## src/rtl/clk_div_pkg.sv

```systemverilog
// Shared constants and helpers for the programmable clock divider.
package clk_div_pkg;

  localparam int N_CH_DEFAULT    = 4;
  localparam int DIV_W_DEFAULT   = 8;
  localparam int DIV_RST_DEFAULT = 4;

  // A programmed ratio of zero behaves as divide-by-one.
  function automatic logic [31:0] eff_div(input logic [31:0] n);
    return (n == 32'd0) ? 32'd1 : n;
  endfunction

endpackage

```

## src/rtl/clk_div_channel.sv

```systemverilog
// One divider channel: counter, active/staged ratio, tick and 50% divided clock.
module clk_div_channel
  import clk_div_pkg::*;
#(
  parameter int DIV_W   = DIV_W_DEFAULT,
  parameter int DIV_RST = DIV_RST_DEFAULT
) (
  input  logic             clk,
  input  logic             rst,
  input  logic             en,
  input  logic             sync,
  input  logic             load,
  input  logic [DIV_W-1:0] load_div,
  output logic             pending,
  output logic             tick,
  output logic             div_clk
);

  logic [DIV_W-1:0] cnt_q, cnt_d;
  logic [DIV_W-1:0] active_q, active_d;
  logic [DIV_W-1:0] staged_q, staged_d;
  logic             pending_q, pending_d;
  logic             tick_q, tick_d;
  logic             div_clk_q, div_clk_d;
  logic [31:0]      term_cnt;
  logic             at_term;
  logic             apply;

  // Compared in 32 bits so the zero-to-one mapped ratio never wraps.
  assign term_cnt = eff_div(32'(active_q)) - 32'd1;
  assign at_term  = (32'(cnt_q) == term_cnt);

  always_comb begin
    cnt_d     = cnt_q;
    active_d  = active_q;
    staged_d  = staged_q;
    pending_d = pending_q;
    tick_d    = 1'b0;
    div_clk_d = div_clk_q;
    apply     = 1'b0;
    if (!en || sync) begin
      cnt_d     = '0;
      div_clk_d = 1'b0;
      apply     = pending_q;
    end else if (at_term) begin
      cnt_d     = '0;
      tick_d    = 1'b1;
      div_clk_d = ~div_clk_q;
      apply     = pending_q;
    end else begin
      cnt_d = cnt_q + DIV_W'(1);
    end
    if (apply) begin
      active_d  = staged_q;
      pending_d = 1'b0;
    end
    // A new load only arrives while nothing is pending, so it never collides with apply.
    if (load) begin
      staged_d  = load_div;
      pending_d = 1'b1;
    end
  end

  always_ff @(posedge clk) begin
    if (rst) begin
      cnt_q     <= '0;
      active_q  <= DIV_W'(DIV_RST);
      staged_q  <= '0;
      pending_q <= 1'b0;
      tick_q    <= 1'b0;
      div_clk_q <= 1'b0;
    end else begin
      cnt_q     <= cnt_d;
      active_q  <= active_d;
      staged_q  <= staged_d;
      pending_q <= pending_d;
      tick_q    <= tick_d;
      div_clk_q <= div_clk_d;
    end
  end

  assign pending = pending_q;
  assign tick    = tick_q;
  assign div_clk = div_clk_q;

endmodule

```

## src/rtl/clk_div_gen.sv

```systemverilog
// Array of independent programmable clock dividers with a shared ratio-update port.
module clk_div_gen
  import clk_div_pkg::*;
#(
  parameter int  N_CH    = N_CH_DEFAULT,
  parameter int  DIV_W   = DIV_W_DEFAULT,
  parameter int  DIV_RST = DIV_RST_DEFAULT,
  localparam int CH_W    = (N_CH > 1) ? $clog2(N_CH) : 1
) (
  input  logic             clk,
  input  logic             rst,
  input  logic [N_CH-1:0]  ch_en,
  input  logic             sync,
  input  logic             cfg_valid,
  input  logic [CH_W-1:0]  cfg_ch,
  input  logic [DIV_W-1:0] cfg_div,
  output logic             cfg_ready,
  output logic [N_CH-1:0]  cfg_pending,
  output logic [N_CH-1:0]  tick,
  output logic [N_CH-1:0]  div_clk
);

  logic [N_CH-1:0] load;

  // Out-of-range channel selects match nothing: always ready, request dropped.
  always_comb begin
    cfg_ready = 1'b1;
    load      = '0;
    for (int i = 0; i < N_CH; i++) begin
      if (32'(cfg_ch) == 32'(i)) begin
        cfg_ready = !cfg_pending[i];
        load[i]   = cfg_valid && !cfg_pending[i];
      end
    end
  end

  for (genvar g = 0; g < N_CH; g++) begin : g_ch
    clk_div_channel #(
      .DIV_W   (DIV_W),
      .DIV_RST (DIV_RST)
    ) u_ch (
      .clk      (clk),
      .rst      (rst),
      .en       (ch_en[g]),
      .sync     (sync),
      .load     (load[g]),
      .load_div (cfg_div),
      .pending  (cfg_pending[g]),
      .tick     (tick[g]),
      .div_clk  (div_clk[g])
    );
  end

endmodule
```

## config.mk

```make
export PLATFORM = sky130hd
export DESIGN_NAME = clk_div_gen
export DESIGN_NICKNAME = d
export VERILOG_FILES = /design/src/rtl/clk_div_pkg.sv /design/src/rtl/clk_div_channel.sv /design/src/rtl/clk_div_gen.sv
export SDC_FILE = /design/constraint.sdc
export NUM_CORES = 1
export LEC_CHECK = 0
export BUFFER_PORTS_ARGS = -buffer_cell sky130_fd_sc_hd__buf_2
export CELL_PAD_IN_SITES_DETAIL_PLACEMENT = 0
export CELL_PAD_IN_SITES_GLOBAL_PLACEMENT = 1
export CORE_MARGIN = 2
export CORE_UTILIZATION = 43
export CTS_BUF_LIST = sky130_fd_sc_hd__clkbuf_8 sky130_fd_sc_hd__clkbuf_16
export CTS_CLUSTER_SIZE = 8
export DETAILED_ROUTE_END_ITERATION = 12
export HOLD_SLACK_MARGIN = 0.15
export PLACE_DENSITY = 0.74
export SLEW_MARGIN = 25
export SYNTH_ARGS = -nofsm -noshare
export SYNTH_HDL_FRONTEND = slang
export SYNTH_HIERARCHICAL = 1
export SYNTH_SLANG_ARGS = --single-unit
```

## constraint.sdc

```tcl
create_clock -name clk -period 2.4 [get_ports clk]
set_input_delay 0.24 -clock clk [delete_from_list [all_inputs] [get_ports clk]]
set_output_delay 0.24 -clock clk [all_outputs]
set_load 0.05 [all_outputs]
```

Yosys cells after proc, flatten, opt, wreduce, memory -nomap -nowiden. Cells that the tools add are included.

Add/sub/neg operators: 8. Equal/unequal tests: 7. Multiplexer cells: 32. Bitwise gates (word level): 4. Reductions and logical operators: 33.

Operators with widths (count): == test 8 x 32 -> 1 bit (4); subtractor 32 x 1 -> 32 bit (second input constant) (4); adder 8 x 1 -> 8 bit (second input constant) (4); zero test 8 bit (4); 2-to-1 mux 8 bit (4); 2-to-1 mux 1 bit (28); OR reduction 3 bit (4); zero test 1 bit (8); nonzero test 2 bit (4); OR reduction 2 bit (4); == test 2 bit (second input constant) (2); logical AND 1 bit (4); logical OR 1 bit (4); inverter 1 bit (4); == test 2 x 1 -> 1 bit (second input constant) (1); zero test 2 bit (1).

Register bits: 108. Output and inout port bits: 13. Word-level logic and storage cells: 108.

Longest topological paths before layout. Gate-level depths: netlist (run 1).

Depth after elaboration: 8. Depth in mapped cells: 11. Mapped depth without buffers: 9.

Cells and area by module. The synthesis (run 1) kept the hierarchy.

By module, submodules not included: clk_div_channel (times used 4, cells each 154, area each 1417.6 um^2, sequential area each 540.5 um^2); clk_div_gen (times used 1, cells each 7, area each 61.3 um^2, sequential area each 0.0 um^2).

Least setup slack after synthesis (run 1). OpenSTA, ideal clock, no wires.

Path type: reg-to-reg. Start point: reg g_ch[0].u_ch.active_q[3]. End point: reg g_ch[0].u_ch.active_q[0]. Library setup time: 0.072 ns. Data arrival time: 2.278 ns. Required time: 2.328 ns. Slack: 0.050 ns. Stages on the path, launching flop included: 11. Path buffers: 1. Period minus slack after synthesis: 2.350 ns. Cell sequence: dfxtp_1 nor3_1 a31oi_1 ha_1 xnor2_1 a221o_1 a31oi_2 a31oi_1 nor3b_2 buf_6 mux2i_1.

Longest elaborated chain between the ends: 6.

RTL lines: from (decl) (line clk_div_channel.sv:20) `logic [DIV_W-1:0] active_q, active_d;`; from (signal assigned) (line clk_div_channel.sv:67) `active_q <= DIV_W'(DIV_RST);`; from (signal assigned) (line clk_div_channel.sv:74) `active_q <= active_d;`; zero test 8 bit (line clk_div_pkg.sv:10) `return (n == 32'd0) ? 32'd1 : n;`; 2-to-1 mux 8 bit * (line clk_div_pkg.sv:10); subtractor 32 x 1 -> 32 bit * (line clk_div_channel.sv:30) `assign term_cnt = eff_div(32'(active_q)) - 32'd1;`; == test 8 x 32 -> 1 bit * (line clk_div_channel.sv:31) `assign at_term = (32'(cnt_q) == term_cnt);`; 2-to-1 mux 1 bit * (line clk_div_channel.sv:45) `end else if (at_term) begin`; 2-to-1 mux 1 bit * (line clk_div_channel.sv:41) `if (!en || sync) begin`.

Every way passes the cells marked *; elsewhere a longest branch is shown, timed or not. A chain may end at the register's enable or synchronous reset.

Worst setup path after layout (run 1).
Start point: reg g_ch[3].u_ch.active_q[7]. End point: reg g_ch[3].u_ch.active_q[3].

Longest elaborated chain between the ends: 6.

RTL lines (line): from (decl) (clk_div_channel.sv:20); from (signal assigned) (clk_div_channel.sv:67); from (signal assigned) (clk_div_channel.sv:74); zero test 8 bit (clk_div_pkg.sv:10); 2-to-1 mux 8 bit * (clk_div_pkg.sv:10); subtractor 32 x 1 -> 32 bit * (clk_div_channel.sv:30); == test 8 x 32 -> 1 bit * (clk_div_channel.sv:31); 2-to-1 mux 1 bit * (clk_div_channel.sv:45); 2-to-1 mux 1 bit * (clk_div_channel.sv:41).

Marks and branches as above.

==> results.yml, run 1 <==
synthesis:
  netlist_instances: 623
  async_flop_share_pct: 0
  yosysSeqAreaShare_pct: 37.7
  synth_edf_count: 0
  ys.flop_type: "dfxtp_1"
  ys_warn_count: 6
  netlist_area_um2: 5730
  syn_area_per_cell_um2: 9.20
  synth_cell_types: 44
  syn_nets: 649
  ys_ff_latch: 108
setup_path:
  r2r-start: "g_ch[3].u_ch/active_q[7]"
  reg2reg_slack_ps: -40
  critPathArrivalTime_ps: 2720
  critPathKind: "flop to flop"
  cp-start-kind: "flop"
  worstPathMaxFanout: 8
  rr_worst_depth: 10
  cp.required_ps: 2670
  r2r-end: "g_ch[3].u_ch/active_q[3]"
  end_kind: "flop"
clock_tree:
  cts_root_buf: "clkbuf_16"
  insertion_delay_ps: 350
  cts.sinks: 108
  clock_path_buffers: 2
  htreeDepth: 3
  cts_tree: "done"
  cts.clk_slew.worst_paths_ps: 70
  cts_buffers: 9
sta:
  setup_ws_ps: -44.5
  rsz0062_at_grt: "yes"
  max_freq_mhz: 409
  finalMaxSlewViolations: 0
  finalHoldViolCount: 0
  finalClockSkew_ps: 10.2
  finalSetupViolCount: 8
  relSlewSlack_pct: 61.0
  worst_pin_slew_ps: 585
  min_period_ps: 2440
  finalSetupTns_ps: -207
  min_period_over_period_pct: 102
floorplanning:
  die_y_um: 119
  core_region_area_um2: 13100
  die_x_um: 119
  num_rows: 42
  die-area_um2: 14300
  io_pins: 31
  initial_core_util_pct: 43.6
detailed_routing:
  num_vias: 4585
  firstDrtPassIters: 4
  wirelength_um: 12300
  top_layer: "met4"
  wl_met2_um: 5810
  drtIter0Drc: 248
  ant_nets: 0
  post_drt_wl_per_cell_um: 14.0
  viasPerCell: 5.20
  drc: 0
  wirelength_met1_um: 5930
  met3_length_um: 360
hold_path:
  hold_path_startpoint: "cfg_div[0]"
  worst_hold_path.endpoint: "g_ch[0].u_ch/staged_q[0]"
  hold_path_class: "input pin to flop"
  hold_depth: 3
final_layout:
  design_area_um2: 7090
  nFillCells: 1219
  final_nets: 726
  multi_input_area_um2: 3660
  drive_gt1_share_pct: 26.0
  area_delta_synth_final_pct: 23.7
  register_area_um2: 2180
  layout.cells.non_filler: 881
  antenna_cells: 0
global_routing:
  grt_usage_pct: 17.6
  grt_pass1_wl_um: 20400
  grt_pass1_vias: 4367
  grt_max_degree: 48
  gr-total-overflow: 0
  antenna_found_initial: 0
power:
  p_leak_nw: 2.56
  power.density_nw_per_um2: 510
  ir_drop_mv: 0.381
placed_design:
  io_buffers: 30
  hpwl_um: 8770
  dpl-instance-area_um2: 6350
  gp_congestion: 0.851
  place_inst: 851
status:
  status: "complete, but fails checks"
  violations: "negative setup slack"
run:
  timing.max_cap.violations: 0
-- cells by family after synthesis --
| logic type | Yosys count | synth area share (%) |
|---|---|---|
| fa+ha+maj | 8 | 1.75 |
| compound gates | 80 | 12.1 |
| simple gates | 261 | 24.6 |
| flops | 108 | 37.7 |
| buf+inv | 49 | 4.26 |
| xor+xnor | 52 | 7.95 |
| mux | 65 | 11.6 |
-- metal layers --
metal | vias up | track usage, %
li1 | 2321 | -
met1 | 2200 | 23.0
met2 | 50 | 29.0
met3 | 14 | 2.73
met4 | 0 | 6.91
met5 | - | 0
-- synthesized netlist by cell type, types with 4 or more instances --
master,number,share of area (%)
ha_1,8,1.7
o22ai_1,4,0.44
a221o_1,8,1.4
nand3b_1,4,0.52
o21ai_0,4,0.35
nor3b_2,4,0.87
xor2_1,28,4.3
o21ai_2,4,0.61
o41ai_2,4,1.1
nor2b_1,4,0.44
clkbuf_1,24,1.6
buf_6,8,1.6
a31oi_2,4,0.87
mux2i_1,64,11
o21ai_1,4,0.35
xnor2_1,24,3.7
or2_1,4,0.44
o31ai_4,4,1.5
nor3_1,13,1.1
or3_1,8,0.87
a21o_1,4,0.52
a31oi_1,8,0.87
nand4_2,4,0.87
o221ai_1,8,1.2
o21bai_1,4,0.52
and2_1,4,0.44
o2111ai_1,4,0.61
dfxtp_1,108,38
nor2_1,92,6.0
nand2_1,17,1.1
a21boi_1,4,0.52
o31ai_1,4,0.52
nand2b_1,60,6.5
inv_1,17,1.1
and3b_1,4,0.61
nand3_1,20,1.7
nor4_1,4,0.44
and3_1,12,1.3
a21oi_1,8,0.70
or4_4,4,0.79
-- flip-flops by register name, indices dropped and copies added (netlist names) --
signal	flops
g_ch.u_ch/active_q	32
g_ch.u_ch/cnt_q	32
g_ch.u_ch/div_clk	4
g_ch.u_ch/pending	4
g_ch.u_ch/staged_q	32
g_ch.u_ch/tick	4
-- worst max-delay path: stages, from the launching register on --
cell and delay [ps]:
dfxtp_2 330, nor3_4 190, a31oi_2 120, ha_1 280, a221o_1 390, a31oi_2 220, buf_4 150, a31oi_4 80
nor3b_2 230, buf_6 180, mux2i_1 190
-- layout make-up --
cell class	instances	share of cell area (%)
Tap cell	176	3.11
Timing Repair Buffer	98	9.71
Clock inverter	5	0.406
Clock buffer	11	3.57
Multi-Input combinational cell	466	51.6
Inverter	17	0.900
Sequential cell	108	30.7
-- power by group --
group	switching, W	total (W)	leakage [nW]	internal [W]
clock	0.000654	0.00141	0.144	0.000754
sequential	0.0000234	0.00184	0.879	0.00182
combinational	0.000193	0.000362	1.53	0.000168
total	0.000871	0.00361	2.56	0.00274
-- worst max path at each step --
stage,from,end,slack (ps),cells after the start
2_1_floorplan,g_ch[0].u_ch/active_q[3],g_ch[0].u_ch/active_q[0],50,10
3_3_place_gp,g_ch[3].u_ch/active_q[7],g_ch[3].u_ch/cnt_q[4],-30,9
3_5_place_dp,g_ch[3].u_ch/active_q[7],g_ch[3].u_ch/cnt_q[6],-70,10
4_1_cts,g_ch[3].u_ch/active_q[4],g_ch[3].u_ch/div_clk,-30,10
5_1_grt,g_ch[3].u_ch/active_q[7],g_ch[3].u_ch/active_q[4],-170,10
6_report,g_ch[3].u_ch/active_q[7],g_ch[3].u_ch/active_q[3],-40,10
-- layout by cell type, fill, tap and decap left out, drive strengths merged, types with 5 or more instances in the layout --
cell,count
a21oi,8
o21ai,12
nand3,20
dfxtp,108
mux2i,64
nor3,13
xor2,28
buf,98
clkbuf,11
o31ai,8
nor2,92
or3,8
inv,19
ha,8
nor3b,5
o221ai,8
nand2b,60
nand2,17
a221o,8
and3,12
xnor2,24
a31oi,12
-- metrics by stage --
step / total power, W / setup WS [ps] / util (%) / hold WS, ps
CTS: 0.00362 / -34.3 / 51.3 / 205
floorplan: 0.00210 / 50.0 / - / 387
detailed placement: 0.00219 / -69.2 / 48.4 / 468
global route: 0.00376 / -172 / 54.0 / 224
finish: 0.00361 / -44.5 / 54.0 / 218
global placement: 0.00219 / -30.2 / 48.4 / 466
-- what timing repair did --
item,CTS,global route
pin swaps,4,35
endpoints found under the setup margin,50,66
hold buffers,0,0
buffers inserted,6,8
gates resized for setup,9,56
Note: power is estimated with default switching activity, not from simulation.
==> run 2, diff against run 1 <==
Settings changed: CELL_PAD_IN_SITES_DETAIL_PLACEMENT 0 to 2, CELL_PAD_IN_SITES_GLOBAL_PLACEMENT 1 to 2, CORE_UTILIZATION 43 to 35.
==> results.yml, run 2 (synthesis results as in run 1) <==
setup_path:
  rr_worst_depth: 10
  cp-start-kind: "flop"
  cp-startpoint: "g_ch[1].u_ch/active_q[4]"
  reg2reg_slack_ps: -110
  crit_chain: "nor3_4 > a31oi_2 > ha_2 > xnor2_1 > a221o_1 > a31oi_4 > a31oi_4 > nor3b_2 > buf_6 > mux2i_1"
  critPathKind: "flop to flop"
  critPathArrivalTime_ps: 2780
  r2r-start: "g_ch[1].u_ch/active_q[4]"
  r2r-end: "g_ch[1].u_ch/active_q[5]"
  worstPathMaxFanout: 8
  slowest_stage: "dfxtp_2"
  crit_top_cell: "a31oi_4"
  end_kind: "flop"
  cp.required_ps: 2680
  crit_path_max_incr_delay_ps: 340
floorplanning:
  num_rows: 46
  die_y_um: 132
  io_pins: 31
  core_region_area_um2: 15900
  die_x_um: 132
  initial_core_util_pct: 36.0
  die-area_um2: 17400
clock_tree:
  clock_path_buffers: 2
  cts_buffers: 9
  insertion_delay_ps: 360
  cts.clk_slew.worst_paths_ps: 80
  cts_tree: "done"
  cts.sinks: 108
  htreeDepth: 3
  cts_root_buf: "clkbuf_16"
  hold_buffers: 0
hold_path:
  hold_depth: 3
  hold_path_class: "input pin to flop"
  worst_hold_path.endpoint: "g_ch[2].u_ch/staged_q[6]"
  hold_path_startpoint: "cfg_div[6]"
power:
  ir_drop_mv: 0.348
  p_leak_nw: 2.59
  power.density_nw_per_um2: 524
final_layout:
  antenna_cells: 0
  layout_common_cells: "dfxtp_1 (97), nor2_1 (76), buf_4 (63)"
  layout.cells.non_filler: 925
  register_area_um2: 2180
  layout_commonest_cell: "dfxtp_1"
  postLayoutCoreUtil_pct: 45.8
  biggestRegsByFlops: "g_ch.u_ch/active_q x32, g_ch.u_ch/cnt_q x32, g_ch.u_ch/staged_q x32"
  nFillCells: 1686
  area_delta_synth_final_pct: 27.4
  design_area_um2: 7300
  final_nets: 730
  multi_input_area_um2: 3750
  drive_gt1_share_pct: 29.2
global_routing:
  grt_pass1_vias: 5487
  antenna_found_initial: 0
  gr-total-overflow: 0
  grt_usage_pct: 21.0
  grt_max_degree: 54
  grt_pass1_wl_um: 29200
sta:
  worst_pin_slew_ps: 591
  setup_ws_ps: -107
  max_freq_mhz: 399
  min_period_ps: 2510
  finalHoldViolCount: 0
  relSlewSlack_pct: 60.2
  finalMaxSlewViolations: 0
  rsz0062_at_grt: "yes"
  finalClockSkew_ps: 7.42
  min_period_over_period_pct: 104
  finalSetupViolCount: 24
run:
  timing.max_cap.violations: 0
placed_design:
  hpwl_um: 11800
  place_inst: 891
  gp_congestion: 0.809
  dpl-instance-area_um2: 6400
  io_buffers: 30
status:
  status: "complete, but fails checks"
  violations: "negative setup slack"
detailed_routing:
  num_vias: 4882
  viasPerCell: 5.28
  ant_nets: 0
  drtIter0Drc: 203
  wirelength_um: 18900
  firstDrtPassIters: 4
  drc: 0
  post_drt_wl_per_cell_um: 20.4
-- run 2: cell count changes in the layout (fill, tap and decap cells not counted), moves of 3 or more --
cell    change
nor2_2      +3
buf_6       +4
nor2_4      +5
inv_6       +3
nor2_1      -8
-- run 2: report_power, final --
part	internal [W]	switching, W	total, W
sequential	0.00182	0.0000276	0.00184
clock	0.000828	0.000753	0.00158
combinational	0.000174	0.000223	0.000397
-- run 2: metal layers --
layer / up-vias / GRT usage, % / routed length, um
li1: 2332 / - / -
met1: 2461 / 24.9 / 8080
met2: 60 / 39.0 / 10000
met3: 29 / 2.58 / 351
met4: 0 / 7.19 / 437
met5: - / 0 / 0
-- run 2: how the worst max path moves through the flow --
| stage | to | depth (start not counted) | slack (ps) |
|---|---|---|---|
| final | g_ch[1].u_ch/active_q[5] | 10 | -110 |
| after global routing | g_ch[2].u_ch/active_q[3] | 9 | -230 |
| after global placement | g_ch[1].u_ch/active_q[2] | 10 | 10 |
| after detailed placement | g_ch[1].u_ch/active_q[5] | 10 | -280 |
| after floorplan | g_ch[0].u_ch/active_q[0] | 10 | 50 |
| after CTS | g_ch[3].u_ch/div_clk | 10 | -80 |
-- run 2: final cells by class --
class | instances | area share, %
multi-input combinational | 466 | 51.3
sequential | 108 | 29.9
timing repair buffer | 102 | 10.0
tap | 216 | 3.70
clock buffer | 9 | 3.09
clock inverter | 7 | 1.10
inverter | 17 | 0.874
-- run 2: repair_timing --
action,in CTS,in global routing
setup buffers,12,6
pin swaps,24,23
hold endpoints to repair,0,0
setup endpoints to repair,70,68
gates resized for setup,45,50
-- run 2: worst max-delay path, delay by kind of cell, from the launching register on --
family	cells	cell delay [ps]
AOI/OAI and AO/OA	4	770
and+or+nand+nor	2	430
DFF	1	340
adders and majority gates	1	310
muxes	1	240
buffers and inverters	1	180
xor gates and xnor gates	1	130
-- run 2: stage by stage --
step           TNS, ps  setup slack [ps]  hold slack (ps)  total power (W)
2_1_floorplan        0              50.0              387          0.00210
3_3_place_gp         0              13.8              462          0.00219
3_5_place_dp     -5750              -285              479          0.00221
4_1_cts           -466             -80.3              217          0.00383
5_1_grt          -6470              -226              240          0.00398
6_report         -1310              -107              233          0.00382
==> run 3, diff against run 2 <==
Settings changed: CORE_UTILIZATION 35 to 39, PLACE_DENSITY 0.74 to 0.78.
Clock period 2.4 ns to 2.6 ns, I/O delays scaled along.
==> results.yml, run 3 (synthesis results as in run 1) <==
status:
  status: "finished, final reports clean"
sta:
  finalClockSkew_ps: 10.7
  worst_pin_slew_ps: 454
  finalSetupViolCount: 0
  finalMaxSlewViolations: 0
  min_period_over_period_pct: 98.6
  max_freq_mhz: 390
  finalSetupTns_ps: 0
  relSlewSlack_pct: 69.7
  finalHoldViolCount: 0
  min_period_ps: 2560
hold_path:
  hold_path_class: "input pin to flop"
  worst_hold_path.endpoint: "g_ch[0].u_ch/staged_q[1]"
  hold_path_startpoint: "cfg_div[1]"
  hold_depth: 3
global_routing:
  antenna_found_initial: 0
  grt_pass1_vias: 5145
  grt_max_degree: 42
  grt_usage_pct: 21.0
  gr-total-overflow: 0
  grt_pass1_wl_um: 26600
final_layout:
  layout_commonest_cell: "dfxtp_1"
  layout_common_cells: "dfxtp_1 (98), nor2_1 (88), mux2i_1 (61)"
  antenna_cells: 0
  drive_gt1_share_pct: 21.0
  postLayoutCoreUtil_pct: 46.6
  area_delta_synth_final_pct: 17.3
  biggestRegsByFlops: "g_ch.u_ch/active_q x32, g_ch.u_ch/cnt_q x32, g_ch.u_ch/staged_q x32"
  design_area_um2: 6720
  final_nets: 697
power:
  p_leak_nw: 2.39
  ir_drop_mv: 0.465
  power.density_nw_per_um2: 497
detailed_routing:
  num_vias: 4677
  viasPerCell: 5.44
  firstDrtPassIters: 4
  wirelength_um: 16800
  drtIter0Drc: 143
  drc: 0
  post_drt_wl_per_cell_um: 19.5
  ant_nets: 0
floorplanning:
  initial_core_util_pct: 39.7
  die_y_um: 125
  num_rows: 44
  die_x_um: 125
  core_region_area_um2: 14400
  die-area_um2: 15700
  io_pins: 31
setup_path:
  r2r-end: "g_ch[1].u_ch/active_q[1]"
  cp-start-kind: "flop"
  critPathKind: "flop to flop"
  r2r-start: "g_ch[1].u_ch/active_q[4]"
  cp.required_ps: 2870
  worstPathMaxFanout: 8
  critPathArrivalTime_ps: 2830
  end_kind: "flop"
  reg2reg_slack_ps: 40
  rr_worst_depth: 10
placed_design:
  dpl-instance-area_um2: 6230
  io_buffers: 30
  hpwl_um: 11600
  gp_congestion: 0.820
run:
  timing.max_cap.violations: 0
clock_tree:
  cts.sinks: 108
  htreeDepth: 3
  cts_root_buf: "clkbuf_16"
  cts_buffers: 9
  cts.clk_slew.worst_paths_ps: 70
  insertion_delay_ps: 360
  cts_tree: "done"
  clock_path_buffers: 2
==> run 3: through the flow <==
step                      hold slack, ps  power [W]  std cells  setup WS [ps]
final                                238    0.00334        859           36.5
after global placement               463    0.00202        841           79.9
after CTS                            235    0.00336        856          -3.58
after floorplan                      407    0.00194        623            250
after global routing                 237    0.00347        859          -91.9
after detailed placement             471    0.00204        841          -76.2
==> run 3: timing repair <==
action,CTS,global route
gates resized for setup,15,32
hold buffers,0,0
gates cloned,0,0
setup endpoints to repair,35,54
pin swaps,1,7
buffers inserted,0,3
==> run 3: worst max-delay path by stage <==
stage               slack, ps                       end                startpoint  depth (start not counted)
floorplan                 250  g_ch[0].u_ch/active_q[0]  g_ch[0].u_ch/active_q[3]                         10
global placement           80  g_ch[2].u_ch/active_q[7]  g_ch[2].u_ch/active_q[7]                         10
detailed placement        -80  g_ch[3].u_ch/active_q[4]  g_ch[3].u_ch/active_q[7]                          9
CTS                        -4  g_ch[3].u_ch/active_q[2]  g_ch[3].u_ch/active_q[4]                         10
global route              -90  g_ch[1].u_ch/active_q[6]  g_ch[1].u_ch/active_q[4]                         10
finish                     40  g_ch[1].u_ch/active_q[1]  g_ch[1].u_ch/active_q[4]                         10
==> run 3: critical path, stage by stage, from the launching register on <==
cell	delay [ps]
dfxtp_1	340
nor3_4	230
a31oi_2	150
ha_2	320
xnor2_1	120
a221o_1	280
a31oi_2	200
a31oi_1	170
nor3b_2	230
buf_6	180
mux2i_1	230
==> run 3: metal layers <==
metal	part of all wire (%)	track usage [%]
met2	51	37.3
met5	0	0
met3	2.2	4.32
met4	2.1	5.88
met1	44	25.7
==> run 3: cell type report <==
cell class / count / area, um2
Clock buffer: 11 / 253
Clock inverter: 4 / 18.8
Fill cell: 1544 / 7700
Inverter: 17 / 63.8
Multi-Input combinational cell: 466 / 3500
Sequential cell: 108 / 2180
Tap cell: 184 / 230
Timing Repair Buffer: 69 / 470
==> run 3: where the power goes <==
group | switching [W] | total (W) | internal (W)
registers | 0.0000243 | 0.00170 | 0.00168
clock network | 0.000635 | 0.00132 | 0.000688
logic | 0.000181 | 0.000315 | 0.000134
total | 0.000840 | 0.00334 | 0.00250
